### src/rtl/hazard_pkg.sv
// Shared types, lamp codes and helpers for the hazard monitor.
package hazard_pkg;

    typedef enum logic [1:0] {
        SAFE     = 2'd0,
        WARN     = 2'd1,
        ALARM    = 2'd2,
        COOLDOWN = 2'd3
    } state_t;

    // Lamp vector layout is {red, yellow, green}.
    localparam int unsigned LAMP_W = 3;
    localparam logic [LAMP_W-1:0] LAMP_GREEN  = 3'b001;
    localparam logic [LAMP_W-1:0] LAMP_YELLOW = 3'b010;
    localparam logic [LAMP_W-1:0] LAMP_RED    = 3'b100;

    // Widest sensor vector the popcount helper accepts.
    localparam int unsigned MAX_SENSORS = 32;

    // Moore lamp decode: exactly one lamp per state.
    function automatic logic [LAMP_W-1:0] lamp_of(input state_t s);
        logic [LAMP_W-1:0] l;
        case (s)
            SAFE:    l = LAMP_GREEN;
            ALARM:   l = LAMP_RED;
            default: l = LAMP_YELLOW;
        endcase
        return l;
    endfunction

    // Number of set bits in a sensor vector.
    function automatic int unsigned popcount(input logic [MAX_SENSORS-1:0] v);
        int unsigned n;
        n = 0;
        for (int i = 0; i < int'(MAX_SENSORS); i++) begin
            n = n + 32'(v[i]);
        end
        return n;
    endfunction

endpackage

### src/rtl/hazard_debounce.sv
// Single-channel debounce filter with maintenance mask.
module hazard_debounce #(
    parameter int unsigned DEBOUNCE_CYCLES = 4
) (
    input  logic clk,
    input  logic rst,
    input  logic Iraw,
    input  logic Imask,
    output logic Ofilt
);

    localparam int unsigned CW = (DEBOUNCE_CYCLES > 1) ? $clog2(DEBOUNCE_CYCLES) : 1;
    localparam logic [CW-1:0] LAST = CW'(DEBOUNCE_CYCLES - 1);

    logic [CW-1:0] cnt;

    // Toggle the filtered value once the raw input has disagreed for DEBOUNCE_CYCLES samples.
    always_ff @(posedge clk) begin
        if (rst) begin
            cnt   <= '0;
            Ofilt <= 1'b0;
        end else if (Imask) begin
            cnt   <= '0;
            Ofilt <= 1'b0;
        end else if (Iraw == Ofilt) begin
            cnt <= '0;
        end else if (cnt == LAST) begin
            cnt   <= '0;
            Ofilt <= ~Ofilt;
        end else begin
            cnt <= cnt + CW'(1);
        end
    end

endmodule

### src/rtl/hazard_monitor.sv
// Debounced multi-sensor hazard indicator with acknowledged, timed alarm clear.
module hazard_monitor
    import hazard_pkg::*;
#(
    parameter int unsigned NUM_SENSORS     = 4,
    parameter int unsigned DEBOUNCE_CYCLES = 4,
    parameter int unsigned RED_THRESHOLD   = 2,
    parameter int unsigned HOLD_CYCLES     = 8
) (
    input  logic                   clk,
    input  logic                   rst,
    input  logic [NUM_SENSORS-1:0] Isensor,
    input  logic [NUM_SENSORS-1:0] Imask,
    input  logic                   Iack,
    output logic                   Ored,
    output logic                   Oyellow,
    output logic                   Ogreen,
    output logic [NUM_SENSORS-1:0] Oactive,
    output logic [NUM_SENSORS-1:0] Olatched,
    output logic [1:0]             Ostate
);

    localparam int unsigned CNT_W  = $clog2(NUM_SENSORS + 1);
    localparam int unsigned HOLD_W = (HOLD_CYCLES > 1) ? $clog2(HOLD_CYCLES) : 1;
    localparam logic [CNT_W-1:0]  RED_CNT   = CNT_W'(RED_THRESHOLD);
    localparam logic [HOLD_W-1:0] HOLD_LOAD = HOLD_W'(HOLD_CYCLES - 1);

    state_t              state;
    logic [LAMP_W-1:0]   lamp;
    logic [HOLD_W-1:0]   cool;
    logic [CNT_W-1:0]    count_c;

    // One filter per sensor channel.
    for (genvar i = 0; i < int'(NUM_SENSORS); i++) begin : g_chan
        hazard_debounce #(
            .DEBOUNCE_CYCLES(DEBOUNCE_CYCLES)
        ) u_debounce (
            .clk   (clk),
            .rst   (rst),
            .Iraw  (Isensor[i]),
            .Imask (Imask[i]),
            .Ofilt (Oactive[i])
        );
    end

    // Active channel count from the registered filtered flags.
    always_comb begin
        count_c = CNT_W'(popcount(MAX_SENSORS'(Oactive)));
    end

    // Indicator FSM with cooldown timer, latched channel record and registered lamps.
    always_ff @(posedge clk) begin
        if (rst) begin
            state    <= SAFE;
            lamp     <= LAMP_GREEN;
            cool     <= '0;
            Olatched <= '0;
        end else begin
            case (state)
                SAFE, WARN: begin
                    if (count_c >= RED_CNT) begin
                        state    <= ALARM;
                        lamp     <= lamp_of(ALARM);
                        Olatched <= Oactive;
                    end else if (count_c != '0) begin
                        state <= WARN;
                        lamp  <= lamp_of(WARN);
                    end else begin
                        state <= SAFE;
                        lamp  <= lamp_of(SAFE);
                    end
                end
                ALARM: begin
                    Olatched <= Olatched | Oactive;
                    // Ack only counts when the hazard has already subsided.
                    if (Iack && (count_c < RED_CNT)) begin
                        state <= COOLDOWN;
                        lamp  <= lamp_of(COOLDOWN);
                        cool  <= HOLD_LOAD;
                    end
                end
                COOLDOWN: begin
                    if (count_c >= RED_CNT) begin
                        state    <= ALARM;
                        lamp     <= lamp_of(ALARM);
                        Olatched <= Olatched | Oactive;
                    end else if (cool == '0) begin
                        Olatched <= '0;
                        if (count_c != '0) begin
                            state <= WARN;
                            lamp  <= lamp_of(WARN);
                        end else begin
                            state <= SAFE;
                            lamp  <= lamp_of(SAFE);
                        end
                    end else begin
                        Olatched <= Olatched | Oactive;
                        cool     <= cool - HOLD_W'(1);
                    end
                end
                default: begin
                    state <= SAFE;
                    lamp  <= LAMP_GREEN;
                end
            endcase
        end
    end

    // Lamps and debug state straight from registers.
    always_comb begin
        Ored    = lamp[2];
        Oyellow = lamp[1];
        Ogreen  = lamp[0];
        Ostate  = state;
    end

endmodule

### config.mk
export PLATFORM = sky130hd
export DESIGN_NAME = hazard_monitor
export DESIGN_NICKNAME = d
export VERILOG_FILES = /design/src/rtl/hazard_pkg.sv /design/src/rtl/hazard_debounce.sv /design/src/rtl/hazard_monitor.sv
export SDC_FILE = /design/constraint.sdc
export NUM_CORES = 1
export LEC_CHECK = 0
export CORE_MARGIN = 5
export CORE_UTILIZATION = 45
export CTS_BUF_LIST = sky130_fd_sc_hd__clkbuf_4
export CTS_CLUSTER_DIAMETER = 100
export DETAILED_ROUTE_END_ITERATION = 16
export PLACE_DENSITY_LB_ADDON = 0.1
export SETUP_SLACK_MARGIN = 0.05
export SYNTH_ARGS = -nofsm -noshare
export SYNTH_HDL_FRONTEND = slang
export SYNTH_SLANG_ARGS = --single-unit
### constraint.sdc
create_clock -name clk -period 2.96 [get_ports clk]
set_input_delay 0.296 -clock clk [delete_from_list [all_inputs] [get_ports clk]]
set_output_delay 0.296 -clock clk [all_outputs]
set_load 0.03 [all_outputs]
==> impl_metrics.yaml <==
sta:
  hold_ws_ps: 435
  finClkSkew_ps: 1.38
  drv_slew: 0
  max_slew_margin_pct: 54.5
  finalHoldViolations: 0
  fin_tns_setup_ps: 0
  period_share_pct: 84.7
  fin_crit_ps: 2510
  worstMarginPinSlew_ps: 680
  setup_viol: 0
  fmax_ghz: 0.399
  rsz0062_at_grt: "false"
worst_setup_path:
  worst_path_most_repeated_cell: "inv_1"
  critPathKind: "reg2reg"
  slowest_stage: "fa_1"
  cp.required_ps: 3200
  cp-end-kind: "flip-flop"
  cp-start-kind: "flip-flop"
  crit_fanout: 8
  cp_slowest_stage_delay_ps: 530
  crit_arrival_ps: 2750
  cp_cell_sequence: "inv_1 -> fa_1 -> inv_1 -> ha_1 -> inv_1 -> ha_1 -> nand2_2 -> o21ai_2 -> mux2_2 -> nor2_1"
  worstPathBufferInverterCount: 3
  cp_top_family: "adder cells"
synth:
  ys_seq_elements: 23
  synth-simple-area-share_pct: 23.5
  synth_top_family_by_area: "simple AND/OR/NAND/NOR gates"
  synthAdderAreaFrac_pct: 12.7
  synth_xor_area_share_pct: 3.06
  synth_edf_count: 0
  synth_mux_area_share_pct: 4.48
  postSynthAreaPerCell_um2: 9.87
  synth.distinct_cells: 35
  yosysSeqAreaShare_pct: 40.2
  syn_area_mm2: 0.00114
  synth_compound_area_share_pct: 9.07
  synth_ff_type: "dfxtp_1"
  yosysWarnings: 0
  ys_async_sr_fraction_pct: 0
  synth_nets: 138
  synthCells: 116
power:
  pwr-share-clk_pct: 29.8
  internal-power_w: 0.000381
  switchingPower_w: 0.000109
  leakagePower_nw: 0.513
  total_power_w: 0.000489
  p_comb_share_pct: 6.1
  max-vdd-ir-drop_v: 0.000263
  swShare_pct: 22.3
  power_density_mw_per_mm2: 351
  seqPwrFrac_pct: 64.1
floorplanning:
  die_x_um: 60.4
  core_mm2: 0.00245
  dieArea_mm2: 0.00365
  die_y_um: 60.4
  core.rowCount: 18
  io-pin-count: 24
  start_util_pct: 46.6
clocking:
  holdBufCountCts: 0
  cts_made_buffers: 3
  cts_sinks: 23
  cts-htree-levels: 1
  clkLatencyLatePin_ps: 310
  post_cts_buffers: 0
  ctsResizeCount: 0
  cts_tree: "built"
  clockBufferDepth: 2
  cts_root_buf: "clkbuf_4"
  clk_pin_slew_worst_paths_ps: 130
grt:
  grt_max_degree: 18
  grt_pass1_wl_um: 3930
  first_global_vias: 895
  antenna_found_initial: 0
  grtUsageTotal_pct: 14.2
  grt_overflow: 0
detailed_routing:
  first_pass_iters: 4
  drt-initial-drc-count: 11
  drt-total-wl_um: 2080
  vias: 845
  drtAntennaViolNets: 0
  wl_per_cell_um: 12.5
  viasPerCell: 5.09
  drc_errors: 0
cells_and_area:
  syn2layout_area_growth_pct: 21.7
  drive_gt1_share_pct: 11.0
  fin_nets: 159
  multi_input_area_um2: 604
  insertedDiodeCount: 0
  regArea_um2: 460
  fillers: 236
placement:
  gp_congestion: 0.719
  dpl.hpwl_um: 1660
  port_buffers: 23
status:
  status: "finished clean"
hold_path:
  hold_path_class: "reg2reg"
job:
  maxCapViolCount: 0
## stage by stage
stage | area, µm² | worst slack [ps] | util (%) | instances
6_report | 1390 | 451 | 56.8 | 166
3_5_place_dp | 1370 | 468 | 55.7 | 162
2_1_floorplan | 1140 | 670 | - | 116
3_3_place_gp | 1370 | 585 | 55.7 | 162
4_1_cts | 1390 | 434 | 56.8 | 166
5_1_grt | 1390 | 216 | 56.8 | 166
## placed cells by master (no fill, tap or decap), types with 2 or more instances in the layout
cell,instances
mux2i_1,4
xnor2_1,4
nor3_1,10
clkbuf_4,3
a21oi_1,5
nand3b_1,2
nand2b_1,2
and2_1,3
a211oi_2,2
inv_1,9
clkdlybuf4s50_1,23
nor2_1,7
nor4_1,3
nand2_1,3
nand3_1,2
ha_1,10
nor2b_1,4
dfxtp_1,23
## layout make-up
cell class | instances | share of cell area, %
flip-flops and latches | 23 | 33.0
repair buffers | 23 | 16.5
multi-input cells | 77 | 43.4
clock buffers | 3 | 1.62
inverters | 9 | 2.42
well taps | 30 | 2.69
clock inverters | 1 | 0.359
## layer usage
layer	global-route usage [%]	share of wire (%)
met1	16.8	43
met2	24.7	50
met3	3.40	5.3
met4	5.57	0.82
met5	0	0
## synthesized netlist by cell type (all sizes together), types with 2 or more instances
cell / n / area (µm²)
nor2b: 5 / 33.8
nor4: 3 / 18.8
inv: 9 / 33.8
a211oi: 3 / 32.5
nand2: 4 / 17.5
nor3: 10 / 50.1
nand3: 2 / 10.0
a21oi: 5 / 25.0
nor2: 8 / 37.5
and2: 3 / 18.8
ha: 10 / 125
dfxtp: 23 / 460
a311oi: 2 / 23.8
xnor2: 4 / 35.0
nand3b: 2 / 15.0
nand2b: 2 / 12.5
mux2i: 4 / 40.0
buf: 6 / 42.5
## flip-flops by register name (all words and copies together), names as in the netlist
signal / cells
Ostate: 2
Olatched: 4
g_chan.u_debounce.cnt: 8
cool: 3
lamp: 2
g_chan.u_debounce.Ofilt: 4
## power by group through the flow
stage / registers, W / clock network, W / logic (W)
after floorplan: 0.000320 / 0 / 0.0000125
after CTS: 0.000314 / 0.000154 / 0.0000303
after global placement: 0.000321 / 0 / 0.0000292
final: 0.000314 / 0.000146 / 0.0000298
after global routing: 0.000315 / 0.000168 / 0.0000329
after detailed placement: 0.000321 / 0 / 0.0000302
## path summary, 6_finish.rpt
check | startpoint | endpoint | slack [ps] | cells past startpoint
worst max-delay path | g_chan[0].u_debounce.Ofilt$_SDFFE_PP0P_ | lamp[2]$_SDFFE_PP0P_ | 450 | 10
worst min-delay path | g_chan[3].u_debounce.cnt[0]$_SDFF_PP0_ | g_chan[3].u_debounce.cnt[0]$_SDFF_PP0_ | 440 | 1
worst max register to register | g_chan[0].u_debounce.Ofilt$_SDFFE_PP0P_ | lamp[2]$_SDFFE_PP0P_ | 450 | 10
worst min register to register | g_chan[3].u_debounce.cnt[0]$_SDFF_PP0_ | g_chan[3].u_debounce.cnt[0]$_SDFF_PP0_ | 440 | 1
## kinds of logic after synthesis
group,count (synthesis)
fa+ha+maj,11
simple gates,44
mux,5
buf+inv,16
xor+xnor,4
compound gates,13
flops,23
No activity file was read; power rests on OpenSTA's default activity.
